==> config.mk <==
export PLATFORM = sky130hd
export DESIGN_NAME = pong_match_ctrl_flat
export DESIGN_NICKNAME = d
export VERILOG_FILES = /design/src/rtl/pong_pkg.sv /design/src/rtl/pong_match_ctrl_if.sv /design/src/rtl/pong_tick_gen.sv /design/src/rtl/pong_match_ctrl.sv /design/src/flat_wrapper.sv
export SDC_FILE = /design/constraint.sdc
export NUM_CORES = 1
export LEC_CHECK = 0
export CAP_MARGIN = 20
export CORE_ASPECT_RATIO = 1.5
export CORE_UTILIZATION = 35
export CTS_CLUSTER_SIZE = 25
export DETAILED_ROUTE_END_ITERATION = 6
export PLACE_DENSITY = 0.61
export RECOVER_POWER = 25
export SLEW_MARGIN = 20
export SYNTH_ARGS = -nofsm -noshare
export SYNTH_HDL_FRONTEND = slang
export SYNTH_SLANG_ARGS = --single-unit
export TNS_END_PERCENT = 100
==> constraint.sdc <==
create_clock -name clk -period 6.6 [get_ports clk]
set_input_delay 1.32 -clock clk [delete_from_list [all_inputs] [get_ports clk]]
set_output_delay 1.32 -clock clk [all_outputs]
set_load 0.005 [all_outputs]
==> src/rtl/pong_pkg.sv <==
// Shared types and constants for the LED pong match controller.
package pong_pkg;

    localparam int unsigned LED_W    = 8;
    localparam int unsigned SCORE_W  = 4;
    localparam int unsigned PERIOD_W = 24;
    localparam int unsigned SHOW_W   = 28;

    localparam logic [LED_W-1:0] LED_LEFT_END  = 8'h80;
    localparam logic [LED_W-1:0] LED_RIGHT_END = 8'h01;
    localparam logic [LED_W-1:0] LED_EMPTY     = 8'h00;

    typedef logic [SCORE_W-1:0] score_t;

    typedef enum logic [2:0] {
        SERVE_L,
        SERVE_R,
        RALLY,
        POINT,
        GAME_OVER
    } state_t;

endpackage

==> src/rtl/pong_match_ctrl_if.sv <==
// Buttons/shifter/display bundle; master is the match controller side.
interface pong_match_ctrl_if;
    import pong_pkg::*;

    logic             hit_l;
    logic             hit_r;
    logic [LED_W-1:0] led;
    logic             load_l;
    logic             load_r;
    logic             step;
    logic             dir;
    score_t           score_l;
    score_t           score_r;
    logic             show_score;
    logic             game_over;
    logic             winner;

    modport master (
        input  hit_l, hit_r, led,
        output load_l, load_r, step, dir, score_l, score_r,
               show_score, game_over, winner
    );

    modport slave (
        output hit_l, hit_r, led,
        input  load_l, load_r, step, dir, score_l, score_r,
               show_score, game_over, winner
    );

endinterface

==> src/rtl/pong_tick_gen.sv <==
// Ball step timer: counts 0..period-1 while enabled; step is high while the count sits at period-1.
module pong_tick_gen
    import pong_pkg::*;
(
    input  logic                clk,
    input  logic                rst,
    input  logic                en,
    input  logic                clear,
    input  logic [PERIOD_W-1:0] period,
    output logic                step
);

    logic [PERIOD_W-1:0] cnt_q;
    logic [PERIOD_W-1:0] cnt_nxt;
    logic                step_nxt;

    always_comb begin
        cnt_nxt  = '0;
        step_nxt = 1'b0;
        if (en && !clear) begin
            cnt_nxt  = (cnt_q == period - PERIOD_W'(1)) ? '0 : cnt_q + PERIOD_W'(1);
            step_nxt = (cnt_nxt == period - PERIOD_W'(1));
        end
    end

    always_ff @(posedge clk or negedge rst) begin
        if (!rst) begin
            cnt_q <= '0;
            step  <= 1'b0;
        end else begin
            cnt_q <= cnt_nxt;
            step  <= step_nxt;
        end
    end

endmodule

==> src/rtl/pong_match_ctrl.sv <==
// Pong match controller: serve/rally/point sequencing, scoring and ball speed.
// Build option PONG_SPEEDUP_EN: shorten the step period on every successful return.
module pong_match_ctrl
    import pong_pkg::*;
#(
    parameter logic [PERIOD_W-1:0] STEP_INIT  = 24'd8_000_000,
    parameter logic [PERIOD_W-1:0] STEP_MIN   = 24'd2_000_000,
    parameter logic [PERIOD_W-1:0] STEP_DEC   = 24'd500_000,
    parameter logic [SHOW_W-1:0]   SHOW_TICKS = 28'd50_000_000,
    parameter score_t              WIN_SCORE  = 4'd7
) (
    input  logic              clk,
    input  logic              rst,
    pong_match_ctrl_if.master bus
);

    state_t              state_q,    state_nxt;
    logic                dir_q,      dir_nxt;
    score_t              score_l_q,  score_l_nxt;
    score_t              score_r_q,  score_r_nxt;
    logic [PERIOD_W-1:0] period_q,   period_nxt;
    logic [SHOW_W-1:0]   show_cnt_q, show_cnt_nxt;
    logic                show_q,     show_nxt;
    logic                over_q,     over_nxt;
    logic                winner_q,   winner_nxt;
    logic                scorer_q,   scorer_nxt;
    logic                load_l_q,   load_l_nxt;
    logic                load_r_q,   load_r_nxt;
    logic                armed_q;

    logic                tick_en_c;
    logic                tick_clear_c;
    logic                win_c;
    logic [PERIOD_W-1:0] ret_period_c;

`ifdef PONG_SPEEDUP_EN
    assign ret_period_c = (period_q > STEP_MIN + STEP_DEC) ? period_q - STEP_DEC : STEP_MIN;
`else
    // Fixed-speed build: the speed-up parameters stay in the port list but feed nothing.
    logic unused_c;
    assign unused_c     = ^{STEP_MIN, STEP_DEC};
    assign ret_period_c = period_q;
`endif

    assign tick_en_c = (state_q == RALLY);
    assign win_c     = scorer_q ? (score_r_q == WIN_SCORE) : (score_l_q == WIN_SCORE);

    always_comb begin
        state_nxt    = state_q;
        dir_nxt      = dir_q;
        score_l_nxt  = score_l_q;
        score_r_nxt  = score_r_q;
        period_nxt   = period_q;
        show_cnt_nxt = show_cnt_q;
        show_nxt     = show_q;
        over_nxt     = over_q;
        winner_nxt   = winner_q;
        scorer_nxt   = scorer_q;
        load_l_nxt   = 1'b0;
        load_r_nxt   = 1'b0;
        tick_clear_c = 1'b0;

        case (state_q)
            SERVE_L: begin
                if (bus.hit_l) begin
                    state_nxt    = RALLY;
                    period_nxt   = STEP_INIT;
                    tick_clear_c = 1'b1;
                end
            end
            SERVE_R: begin
                if (bus.hit_r) begin
                    state_nxt    = RALLY;
                    period_nxt   = STEP_INIT;
                    tick_clear_c = 1'b1;
                end
            end
            RALLY: begin
                // Only the defending side's button matters; an early/late press or an empty bar loses the point.
                if (!dir_q) begin
                    if (bus.hit_r && bus.led == LED_RIGHT_END) begin
                        dir_nxt      = 1'b1;
                        period_nxt   = ret_period_c;
                        tick_clear_c = 1'b1;
                    end else if (bus.hit_r || bus.led == LED_EMPTY) begin
                        state_nxt    = POINT;
                        score_l_nxt  = score_l_q + SCORE_W'(1);
                        scorer_nxt   = 1'b0;
                        show_nxt     = 1'b1;
                        show_cnt_nxt = '0;
                    end
                end else begin
                    if (bus.hit_l && bus.led == LED_LEFT_END) begin
                        dir_nxt      = 1'b0;
                        period_nxt   = ret_period_c;
                        tick_clear_c = 1'b1;
                    end else if (bus.hit_l || bus.led == LED_EMPTY) begin
                        state_nxt    = POINT;
                        score_r_nxt  = score_r_q + SCORE_W'(1);
                        scorer_nxt   = 1'b1;
                        show_nxt     = 1'b1;
                        show_cnt_nxt = '0;
                    end
                end
            end
            POINT: begin
                if (show_cnt_q == SHOW_TICKS - SHOW_W'(1)) begin
                    if (win_c) begin
                        state_nxt  = GAME_OVER;
                        over_nxt   = 1'b1;
                        winner_nxt = scorer_q;
                    end else begin
                        state_nxt = scorer_q ? SERVE_R : SERVE_L;
                        show_nxt  = 1'b0;
                    end
                end else begin
                    show_cnt_nxt = show_cnt_q + SHOW_W'(1);
                end
            end
            GAME_OVER: begin
                if (bus.hit_l || bus.hit_r) begin
                    state_nxt   = SERVE_L;
                    score_l_nxt = '0;
                    score_r_nxt = '0;
                    over_nxt    = 1'b0;
                    show_nxt    = 1'b0;
                end
            end
            default: state_nxt = SERVE_L;
        endcase

        // Serve entry (and the first cycle out of reset) loads the ball and aims it at the opponent.
        if (state_nxt == SERVE_L && (state_q != SERVE_L || !armed_q)) begin
            load_l_nxt = 1'b1;
            dir_nxt    = 1'b0;
        end
        if (state_nxt == SERVE_R && state_q != SERVE_R) begin
            load_r_nxt = 1'b1;
            dir_nxt    = 1'b1;
        end
    end

    always_ff @(posedge clk or negedge rst) begin
        if (!rst) begin
            state_q    <= SERVE_L;
            dir_q      <= 1'b0;
            score_l_q  <= '0;
            score_r_q  <= '0;
            period_q   <= STEP_INIT;
            show_cnt_q <= '0;
            show_q     <= 1'b0;
            over_q     <= 1'b0;
            winner_q   <= 1'b0;
            scorer_q   <= 1'b0;
            load_l_q   <= 1'b0;
            load_r_q   <= 1'b0;
            armed_q    <= 1'b0;
        end else begin
            state_q    <= state_nxt;
            dir_q      <= dir_nxt;
            score_l_q  <= score_l_nxt;
            score_r_q  <= score_r_nxt;
            period_q   <= period_nxt;
            show_cnt_q <= show_cnt_nxt;
            show_q     <= show_nxt;
            over_q     <= over_nxt;
            winner_q   <= winner_nxt;
            scorer_q   <= scorer_nxt;
            load_l_q   <= load_l_nxt;
            load_r_q   <= load_r_nxt;
            armed_q    <= 1'b1;
        end
    end

    pong_tick_gen u_tick (
        .clk    (clk),
        .rst    (rst),
        .en     (tick_en_c),
        .clear  (tick_clear_c),
        .period (period_q),
        .step   (bus.step)
    );

    assign bus.load_l     = load_l_q;
    assign bus.load_r     = load_r_q;
    assign bus.dir        = dir_q;
    assign bus.score_l    = score_l_q;
    assign bus.score_r    = score_r_q;
    assign bus.show_score = show_q;
    assign bus.game_over  = over_q;
    assign bus.winner     = winner_q;

endmodule
==> src/flat_wrapper.sv <==
// flat-port wrapper written by rule: the top's interface ports become plain ports
module pong_match_ctrl_flat import pong_pkg::*;
#(
    parameter logic [PERIOD_W-1:0] STEP_INIT  = 24'd8_000_000,
    parameter logic [PERIOD_W-1:0] STEP_MIN   = 24'd2_000_000,
    parameter logic [PERIOD_W-1:0] STEP_DEC   = 24'd500_000,
    parameter logic [SHOW_W-1:0]   SHOW_TICKS = 28'd50_000_000,
    parameter score_t              WIN_SCORE  = 4'd7
)
  (clk, rst, bus_hit_l, bus_hit_r, bus_led, bus_load_l, bus_load_r, bus_step, bus_dir, bus_score_l, bus_score_r, bus_show_score, bus_game_over, bus_winner);
  pong_match_ctrl_if bus_i ();
  input  logic clk;
  input  logic rst;
  input wire logic [$bits(bus_i.hit_l)-1:0] bus_hit_l;
  input wire logic [$bits(bus_i.hit_r)-1:0] bus_hit_r;
  input wire logic [$bits(bus_i.led)-1:0] bus_led;
  output wire logic [$bits(bus_i.load_l)-1:0] bus_load_l;
  output wire logic [$bits(bus_i.load_r)-1:0] bus_load_r;
  output wire logic [$bits(bus_i.step)-1:0] bus_step;
  output wire logic [$bits(bus_i.dir)-1:0] bus_dir;
  output wire logic [$bits(bus_i.score_l)-1:0] bus_score_l;
  output wire logic [$bits(bus_i.score_r)-1:0] bus_score_r;
  output wire logic [$bits(bus_i.show_score)-1:0] bus_show_score;
  output wire logic [$bits(bus_i.game_over)-1:0] bus_game_over;
  output wire logic [$bits(bus_i.winner)-1:0] bus_winner;
  assign bus_i.hit_l = bus_hit_l;
  assign bus_i.hit_r = bus_hit_r;
  assign bus_i.led = bus_led;
  assign bus_load_l = bus_i.load_l;
  assign bus_load_r = bus_i.load_r;
  assign bus_step = bus_i.step;
  assign bus_dir = bus_i.dir;
  assign bus_score_l = bus_i.score_l;
  assign bus_score_r = bus_i.score_r;
  assign bus_show_score = bus_i.show_score;
  assign bus_game_over = bus_i.game_over;
  assign bus_winner = bus_i.winner;
  pong_match_ctrl #(.STEP_INIT(STEP_INIT), .STEP_MIN(STEP_MIN), .STEP_DEC(STEP_DEC), .SHOW_TICKS(SHOW_TICKS), .WIN_SCORE(WIN_SCORE)) u_core (.clk(clk), .rst(rst), .bus(bus_i));
endmodule
# Word-level counts from Yosys, hierarchy flattened
# Cells that the tools add are included.
# op_classes
add_sub_neg	5
eq_ne	33
mux	63
reduce_logical	30
# op_table
op	count
$mux 28	6
$mux 24	4
$pmux 28 s2	1
$eq 24x24->1	2
$pmux 24 s2	1
$mux 3	10
$add 28x1->28 const B	1
$eq 28x26->1 const B	1
$mux 1	28
$mux 4	7
$add 24x1->24 const B	1
$sub 24x1->24 const B	1
$ne 2x2->1 const B	9
$pmux 4 s2	2
$pmux 3 s5	1
$reduce_and 5->1	3
$ne 2x1->1 const B	7
$reduce_bool 2->1	5
$reduce_bool 3->1	3
$add 4x1->4 const B	2
$eq 4x3->1 const B	2
$eq 8x1->1 const B	1
$eq 8x8->1 const B	1
$logic_not 8->1	1
other kinds (16)	31
# word_totals
ff_bits	96
input_bits	12

# Depth between registers and ports, before layout
# Gate-level depths: netlist of the first run.
# logic_depth
word_depth	10
mapped_depth	9
ltp_nobuf	7

# Modules after synthesis
# From an unflattened synthesis of the first run, not the netlist that was laid out.
# hier_totals
cells_unflattened	673
hier_area_um2	5694.2
# by_module_without_submodules
mod	instances	cells_per_inst	area_each_um2	seq_area_each_um2
pong_tick_gen	1	389	3067.9	625.6
pong_match_ctrl	1	284	2626.3	1176.1

# Worst setup path after synthesis of the first run
# OpenSTA, ideal clock, no wires.
# synth_timing
path_kind	input to register
start	in bus_led[1]
end	reg u_core.show_cnt_q[25]
arrival_time_ns	3.673
required_time_ns	6.522
path_slack_ns	2.849
cell_stages	8
path_buffers	2
cell_sequence	or4_1 > buf_2 > or3_4 > a311o_1 > a21o_1 > buf_6 > or4_1 > a21oi_1
# synth_via
elab_chain_len	4
# synth_lines
item	line	text
start: declaration	flat_wrapper.sv:16	input wire logic [$bits(bus_i.led)-1:0] bus_led;
$eq 8x1->1, or another cell as far along	pong_match_ctrl.sv:81	if (bus.hit_r && bus.led == LED_RIGHT_END) begin
$logic_and 1x1->1, or another cell as far along	pong_match_ctrl.sv:81	
$ne 3x2->1 (no source line), or another cell as far along	n/a	
$reduce_and 6->1 (no source line) (*)	n/a	
end signal: assignment	pong_match_ctrl.sv:164	show_cnt_q <= show_cnt_nxt;
end: declaration	pong_match_ctrl.sv:22	logic [SHOW_W-1:0] show_cnt_q, show_cnt_nxt;
# Every way passes the cells marked *; elsewhere a longest branch is shown, timed or not.
# A chain may end at the register's enable or synchronous reset.

==> results of run 1 <==
-- area by class of cell --
cell class / instances / area, sq um
multi-input cells: 350 / 2110
inverters: 11 / 41.3
clock inverters: 4 / 75.1
flip-flops and latches: 72 / 1800
well taps: 147 / 184
clock buffers: 12 / 267
repair buffers: 27 / 262
fillers: 1109 / 6430
-- cells by family after synthesis --
| logic type | Yosys count | share of synthesized area (%) |
|---|---|---|
| multiplexers | 12 | 3.06 |
| AND/OR/NAND/NOR | 224 | 29.2 |
| buffers and inverters | 32 | 3.22 |
| AO/OA/AOI/OAI | 87 | 13.9 |
| adder cells (fa/ha/maj) | 4 | 1.24 |
| XOR/XNOR | 22 | 4.76 |
| other | 1 | 0.0927 |
| flip-flops | 72 | 44.5 |
-- power by group through the flow --
stage | logic (W) | registers (W) | clock network, W
after floorplan | 0.000203 | 0.000532 | 0
after global placement | 0.000281 | 0.000550 | 0
after detailed placement | 0.000289 | 0.000552 | 0
after CTS | 0.000291 | 0.000546 | 0.000560
after global routing | 0.000324 | 0.000554 | 0.000576
final | 0.000286 | 0.000546 | 0.000547
-- sequential cells by signal, summed over array words and instances, names as in the netlist --
register	flops
u_core.bus.dir	1
u_core.armed_q	1
u_core.state_q	3
u_core.bus.winner	1
u_core.bus.score_l	4
u_core.bus.load_l	1
u_core.u_tick.cnt_q	24
u_core.bus.game_over	1
u_core.u_tick.step	1
u_core.bus.load_r	1
u_core.scorer_q	1
u_core.bus.show_score	1
u_core.show_cnt_q	28
u_core.bus.score_r	4
-- through the flow --
stage	hold WS, ns	utilization (%)
after floorplan	0.455	-
after global placement	0.485	39.4
after detailed placement	0.496	39.4
after CTS	0.519	42.5
after global routing	0.535	42.5
final	0.515	42.5
-- per-layer routing --
layer,GRT usage (%),up-vias,share of wire (%)
met5,0,-,0
met4,9.11,0,3.0
met2,33.6,81,54
li1,-,1683,-
met1,19.2,1691,40
met3,2.63,25,2.7
-- path summary, 6_finish.rpt --
path | from | endpoint | slack (ns) | depth (start not counted)
max | rst | u_core.bus.score_l[0] | 1.97 | 1
min | u_core.u_tick.cnt_q[0] | u_core.u_tick.cnt_q[0] | 0.51 | 1
max reg2reg | u_core.state_q[1] | u_core.u_tick.step | 3.61 | 6
min reg2reg | u_core.u_tick.cnt_q[0] | u_core.u_tick.cnt_q[0] | 0.51 | 1
max in group clk | bus_led[1] | u_core.show_cnt_q[13] | 2.41 | 7
min in group asynchronous | rst | u_core.armed_q | 2.36 | 1
-- worst register-to-register path, cell delays in order (launching register included) --
cell,delay [ns]
dfrtp_1,0.46
nor2b_1,0.51
nand2_1,0.17
or3_1,0.62
a31o_2,0.44
a211o_1,0.32
a2111oi_0,0.36
-- synthesized netlist by cell type, drive strengths merged, types with 3 or more instances --
cell type | number | area share [%]
dfrtp | 72 | 45
nand2 | 55 | 5.1
nor2 | 46 | 4.3
a21oi | 24 | 3.0
nand3 | 23 | 2.8
o21ai | 22 | 2.7
clkbuf | 16 | 1.5
nand4 | 14 | 2.2
xor2 | 14 | 3.0
or3 | 13 | 2.1
inv | 11 | 1.0
o31ai | 11 | 2.0
nand2b | 10 | 1.5
or4 | 10 | 1.9
mux2i | 9 | 2.2
nor3 | 9 | 1.1
nor4 | 8 | 1.2
xnor2 | 8 | 1.7
and3 | 6 | 0.93
a211o | 5 | 1.1
and2 | 5 | 0.77
buf | 5 | 0.71
a21o | 4 | 0.74
ha | 4 | 1.2
nand4b | 4 | 0.87
nor3b | 4 | 0.74
mux2 | 3 | 0.84
nand3b | 3 | 0.56
or4b | 3 | 0.74
==> impl_summary.txt, run 1 <==
----------------------------------------------------
[Synth]
  Syn Nets ... 470
  Mapped Cells ... 454
  Cell variety after synth ... 53
  Count of flip-flops with a built-in enable after synthesis ... 0
  Post-synth design cell area ... 0.00405 sq mm
  Synthesis-stage register bit count ... around 70
  Top_reg_cell synth ... dfrtp_1
  Sequential share of the synthesized area ... around 45%
  Async S/R FF share, synth ... 100%
  Number of warning messages in the yosys log ... 0
  Mean area per synthesized cell ... between 8 and 9 sq um

[Floorplanning]
  # rows ... 47
  Die area ... 0.0120 sq mm
  Horiz. Die Dim ... 89.8 um
  Area of the core region ... 0.0112 sq mm
  Vertical die dimension ... 134 um
  Top-level I/O count ... 27
  Effective utilization at floorplan ... 36.2%

[Finish]
  Final Cell Area ... 0.00474 sq mm
  Antenna diodes ... 0
  Non-filler instance count after layout ... 623
  Most frequent standard cell in the layout excluding fill and tap cells ... dfrtp_1
  Layout area overhead ... 17.3%
  Final-stage net count ... 487
  Fraction of layout instances using a drive strength above 1 ... 5.88%
  Commonest non-fill, non-tap cells in the layout ... dfrtp_1, nand2_1, nor2_1

[Drt]
  Wirelength per Cell ... 16.0 um
  Total number of vias ... 3480
  First-pass DRT Iterations ... 4
  WL final ... 9970 um
  Vias per inst ... 5.59
  ANT nets after route ... 0
  DRC violation count after routing ... 0
  DRT iter0 DRCs ... 236

[Timing]
  Shortest clock period the worst path allows after layout ... 4.63 ns
  Number of max-slew violations in the final report ... 73
  Worst slew pin tran ... 3.98 ns
  Slew Limit Headroom ... -165%
  Count of final hold-check violations ... 0
  Period Utilization, post-route ... 70.2%
  Max Clk Rate ... 216 MHz
  Setup repair after global routing missed its margin ... no
  Final setup viols ... 0
  Clock skew after layout ... 0.00730 ns
  Setup TNS after final layout ... 0 ns
  Smallest setup slack after layout ... approximately 2.0 ns

[Worst setup path]
  Top cell family by delay on the critical path ... buffers and inverters
  Crit path max fanout ... 72
  Master of the slowest instance on the critical path ... clkbuf_1
  Critical-path cell list ... clkbuf_1
  Kind of capture point of the worst setup path ... async pin
  Maximum cell stage delay along the critical path ... 2.74 ns
  Critical path type ... in -> async
  Launching element type of the critical path ... primary input
  Worst Path Buf+Inv ... 1
  CP arrival ... about 4.2 ns
  Required @ worst endpoint ... a little over 6 ns

[Pwr]
  Reported leakage power ... 1.94 nW
  Combinational power share ... 20.8%
  Total design power ... 0.00138 W
  Share of total power in the clock network ... roughly 40%
  PwrDens ... 291 mW/mm^2
  Sequential Power Share ... 39.6%
  Internal portion of total power ... around 0.00097 W
  Reported net switching power ... 0.000409 W
  Worst voltage drop across the vdd grid ... 0.153 mV
  Switching part of the total ... 29.6%

[CTS]
  Clock latency at the later pin of the worst-skew pair ... 0.34 ns
  Clock tree sinks ... 72
  Setup bufs post-CTS ... 0
  CTS buffer count ... 9
  Number of buffers added to fix hold violations after cts ... 0
  Clk Tree Root Cell ... clkbuf_16
  Clock-pin slew reported for the worst setup and hold paths after clock tree synthesis ... 0.06 ns
  H-Tree Level Count ... 3
  CTS Buffer Depth ... 2
  Post-cts gate resize count ... 0
  CTS tree ... built

[Placed design]
  Cell total after placement ... 607
  Gp weighted congestion ... 0.894
  Instance area after placement ... 0.00441 sq mm
  Port Buffer Count ... 26
  Detailed placer's ending HPWL ... just over 7000 um
  Worst slack at placement ... 2.09 ns

[Global route]
  Vias in the first global route ... 3575
  Leftover overflow at the end of global routing ... 0
  Antenna violations before repair ... 0
  Pin count of the biggest net entering global routing ... 73
  Total global routing track utilization ... about 18%
  First-pass GRT wire length ... 17200 um

[Run status]
  Run status ... finished, violations left
  Violated checks ... capacitance limit, slew limit

[Min path]
  Hold/Removal Path Class ... reg -> reg

[Run]
  Max-Cap Viols ... 1

----------------------------------------------------
Power figures use the tool's default switching activity.
==> run 2: changes to the inputs <==
--- a/config.mk
+++ b/config.mk
@@ -10,7 +10,7 @@
 export CORE_UTILIZATION = 35
 export CTS_CLUSTER_SIZE = 25
 export DETAILED_ROUTE_END_ITERATION = 6
-export PLACE_DENSITY = 0.61
+export PLACE_DENSITY = 0.63
 export RECOVER_POWER = 25
 export SLEW_MARGIN = 20
 export SYNTH_ARGS = -nofsm -noshare
==> constraint.sdc (replaced) <==
create_clock -name clk -period 3.7 [get_ports clk]
set_input_delay 0.74 -clock clk [delete_from_list [all_inputs] [get_ports clk]]
set_output_delay 0.74 -clock clk [all_outputs]
set_load 0.005 [all_outputs]
==> impl_summary.txt, run 2 (synthesis gave the netlist of run 1 again) <==
----------------------------------------------------
[Run status]
  Run status ... finished, violations left
  Violated checks ... capacitance limit, slew limit

[Timing]
  Number of max-slew violations in the final report ... 73 (unchanged)
  Clock skew after layout ... 0.00620 ns (-0.00110 ns)
  Shortest clock period the worst path allows after layout ... 3.30 ns
  Setup TNS after final layout ... 0 ns (unchanged)
  Worst slew pin tran ... 1.80 ns (-2.18 ns)
  Setup repair after global routing missed its margin ... no
  Slew Limit Headroom ... -20.2% (+150 points)
  Count of final hold-check violations ... 0 (unchanged)
  Max Clk Rate ... 303 MHz
  Period Utilization, post-route ... about nine tenths
  Final setup viols ... 0 (unchanged)

[Worst setup path]
  CP arrival ... 3.56 ns (-0.59 ns)
  Worst setup path start ... bus_led[1]
  Crit path max fanout ... 21 (-71%)
  Capture point of the critical path ... u_core.show_cnt_q[3]
  Worst setup slack for register-to-register paths ... 0.79 ns (-2.82 ns)
  Launching element type of the critical path ... primary input
  Kind of capture point of the worst setup path ... register
  Logic depth of the worst register-to-register path ... 7 (+1)
  Critical path type ... in -> reg
  Capture point of the worst reg-to-reg path ... u_core.show_cnt_q[2]
  Required @ worst endpoint ... 3.96 ns (-2.16 ns)
  Crit Reg-Reg Startpoint ... u_core.show_cnt_q[7]

[Placed design]
  Gp weighted congestion ... 0.856 (-4.2%)
  Detailed placer's ending HPWL ... 6820 um (-3.1%)
  Port Buffer Count ... 26 (unchanged)
  Instance area after placement ... 0.00450 sq mm (+2.2%)

[Finish]
  Final core utilization ... 43.1% (+0.60 points)
  Antenna diodes ... 0 (unchanged)
  Max FFs per register ... 28 (unchanged)
  Commonest non-fill, non-tap cells in the layout ... dfrtp_1, nand2_1, nor2_1
  Biggest regs ... u_core.show_cnt_q: 28 flops, u_core.u_tick.cnt_q: 24 flops
  Final Cell Area ... 0.00481 sq mm (+1.4%)
  Final-stage net count ... 500 (+2.7%)
  Most flops, register ... u_core.show_cnt_q
  Layout area overhead ... 18.9%
  Most frequent standard cell in the layout excluding fill and tap cells ... dfrtp_1
  Fraction of layout instances using a drive strength above 1 ... 8.40% (+2.5 points)

[Drt]
  WL final ... 9570 um (-4.0%)
  DRT iter0 DRCs ... 230 (-2.5%)
  Vias per inst ... 5.53 (-0.96%)
  DRC violation count after routing ... 0 (unchanged)
  ANT nets after route ... 0 (unchanged)
  First-pass DRT Iterations ... 4 (unchanged)
  Wirelength per Cell ... 15.1 um (-5.8%)
  Total number of vias ... 3513 (+0.95%)

[CTS]
  CTS tree ... built
  Clock latency at the later pin of the worst-skew pair ... 0.34 ns (about the same)
  Number of buffers added to fix hold violations after cts ... 0 (unchanged)
  H-Tree Level Count ... 3 (unchanged)
  Clock tree sinks ... 72 (unchanged)
  Setup bufs post-CTS ... 0 (unchanged)
  Post-cts gate resize count ... 0 (unchanged)
  Clk Tree Root Cell ... clkbuf_16
  Clock-pin slew reported for the worst setup and hold paths after clock tree synthesis ... 0.06 ns (about the same)
  CTS buffer count ... 9 (unchanged)
  CTS Buffer Depth ... 2 (unchanged)

[Pwr]
  Internal portion of total power ... 0.00171 W (+76%)
  PwrDens ... 509 mW/mm^2 (+75%)
  Reported net switching power ... 0.000738 W (+81%)
  Reported leakage power ... 1.99 nW (+2.6%)
  Switching part of the total ... 30.2% (+0.52 points)
  Sequential Power Share ... 39.0% (-0.6 points)
  Combinational power share ... 23.6% (+2.8 points)
  Worst voltage drop across the vdd grid ... 0.263 mV (+72%)
  Total design power ... 0.00245 W (+77%)
  Share of total power in the clock network ... 37.4% (-2.3 points)

[Floorplanning]
  Effective utilization at floorplan ... 36.2% (unchanged)
  Horiz. Die Dim ... 89.8 um (unchanged)
  Area of the core region ... 0.0112 sq mm (unchanged)
  Top-level I/O count ... 27 (unchanged)
  # rows ... 47 (unchanged)
  Vertical die dimension ... 134 um (unchanged)
  Die area ... 0.0120 sq mm (unchanged)

[Run]
  Max-Cap Viols ... 1 (unchanged)

[Global route]
  Total global routing track utilization ... 17.1% (-0.74 points)
  Leftover overflow at the end of global routing ... 0 (unchanged)
  First-pass GRT wire length ... 16500 um (-4.1%)
  Antenna violations before repair ... 0 (unchanged)
  Pin count of the biggest net entering global routing ... 73 (unchanged)
  Vias in the first global route ... 3530 (-1.3%)

[Min path]
  Hold/Removal Path Class ... reg -> reg

----------------------------------------------------
-- run 2: critical path: stages --
cell and delay, ns:
clkdlybuf4s50_1 0.39, or4_1 0.54, or3_4 0.39, a311o_1 0.38
a21o_1 0.36, buf_4 0.26, or3_1 0.34, a21oi_1 0.15
-- run 2: cell type report --
class	count	area, sq um
multi-input cells	350	2110
flip-flops and latches	72	1800
well taps	147	184
clock buffers	9	225
repair buffers	40	360
clock inverters	6	85.1
inverters	11	41.3
fillers	1098	6360
-- run 2: per-layer routing --
layer / vias to the layer above / part of all wire, % / global-route usage, % / routed length (um)
li1: 1715 / - / - / -
met3: 17 / 3.4 / 2.91 / 324
met2: 85 / 53 / 30.8 / 5030
met1: 1696 / 42 / 19.4 / 3990
met5: - / 0 / 0 / 0
met4: 0 / 2.4 / 8.47 / 226
-- run 2: power groups by stage --
| stage | clock network, W | logic, W | registers [W] |
|---|---|---|---|
| after floorplan | 0 | 0.000361 | 0.000949 |
| after global placement | 0 | 0.000566 | 0.000961 |
| after CTS | 0.000936 | 0.000585 | 0.000953 |
| after global routing | 0.000972 | 0.000654 | 0.000967 |
| final | 0.000916 | 0.000579 | 0.000954 |
| after detailed placement | 0 | 0.000583 | 0.000963 |
-- run 2: worst min-delay path by stage --
| stage | start | to | slack, ns | depth (start not counted) |
|---|---|---|---|---|
| finish | u_core.u_tick.cnt_q[0] | u_core.u_tick.cnt_q[0] | 0.50 | 1 |
| detailed placement | u_core.u_tick.cnt_q[0] | u_core.u_tick.cnt_q[0] | 0.48 | 1 |
| CTS | u_core.u_tick.cnt_q[0] | u_core.u_tick.cnt_q[0] | 0.50 | 1 |
| floorplan | rst | u_core.armed_q | 0.44 | 0 |
| global placement | u_core.u_tick.cnt_q[0] | u_core.u_tick.cnt_q[0] | 0.48 | 1 |
| global route | u_core.bus.winner | u_core.bus.winner | 0.53 | 1 |
-- run 2: per-stage QoR --
| stage | hold WS (ns) | std cells | setup WS, ns |
|---|---|---|---|
| finish | 0.499 | 635 | 0.402 |
| global route | 0.533 | 635 | 0.210 |
| CTS | 0.496 | 635 | 0.393 |
| detailed placement | 0.479 | 620 | 0.0390 |
| global placement | 0.477 | 620 | 0.0959 |
| floorplan | 0.444 | 454 | 0.529 |
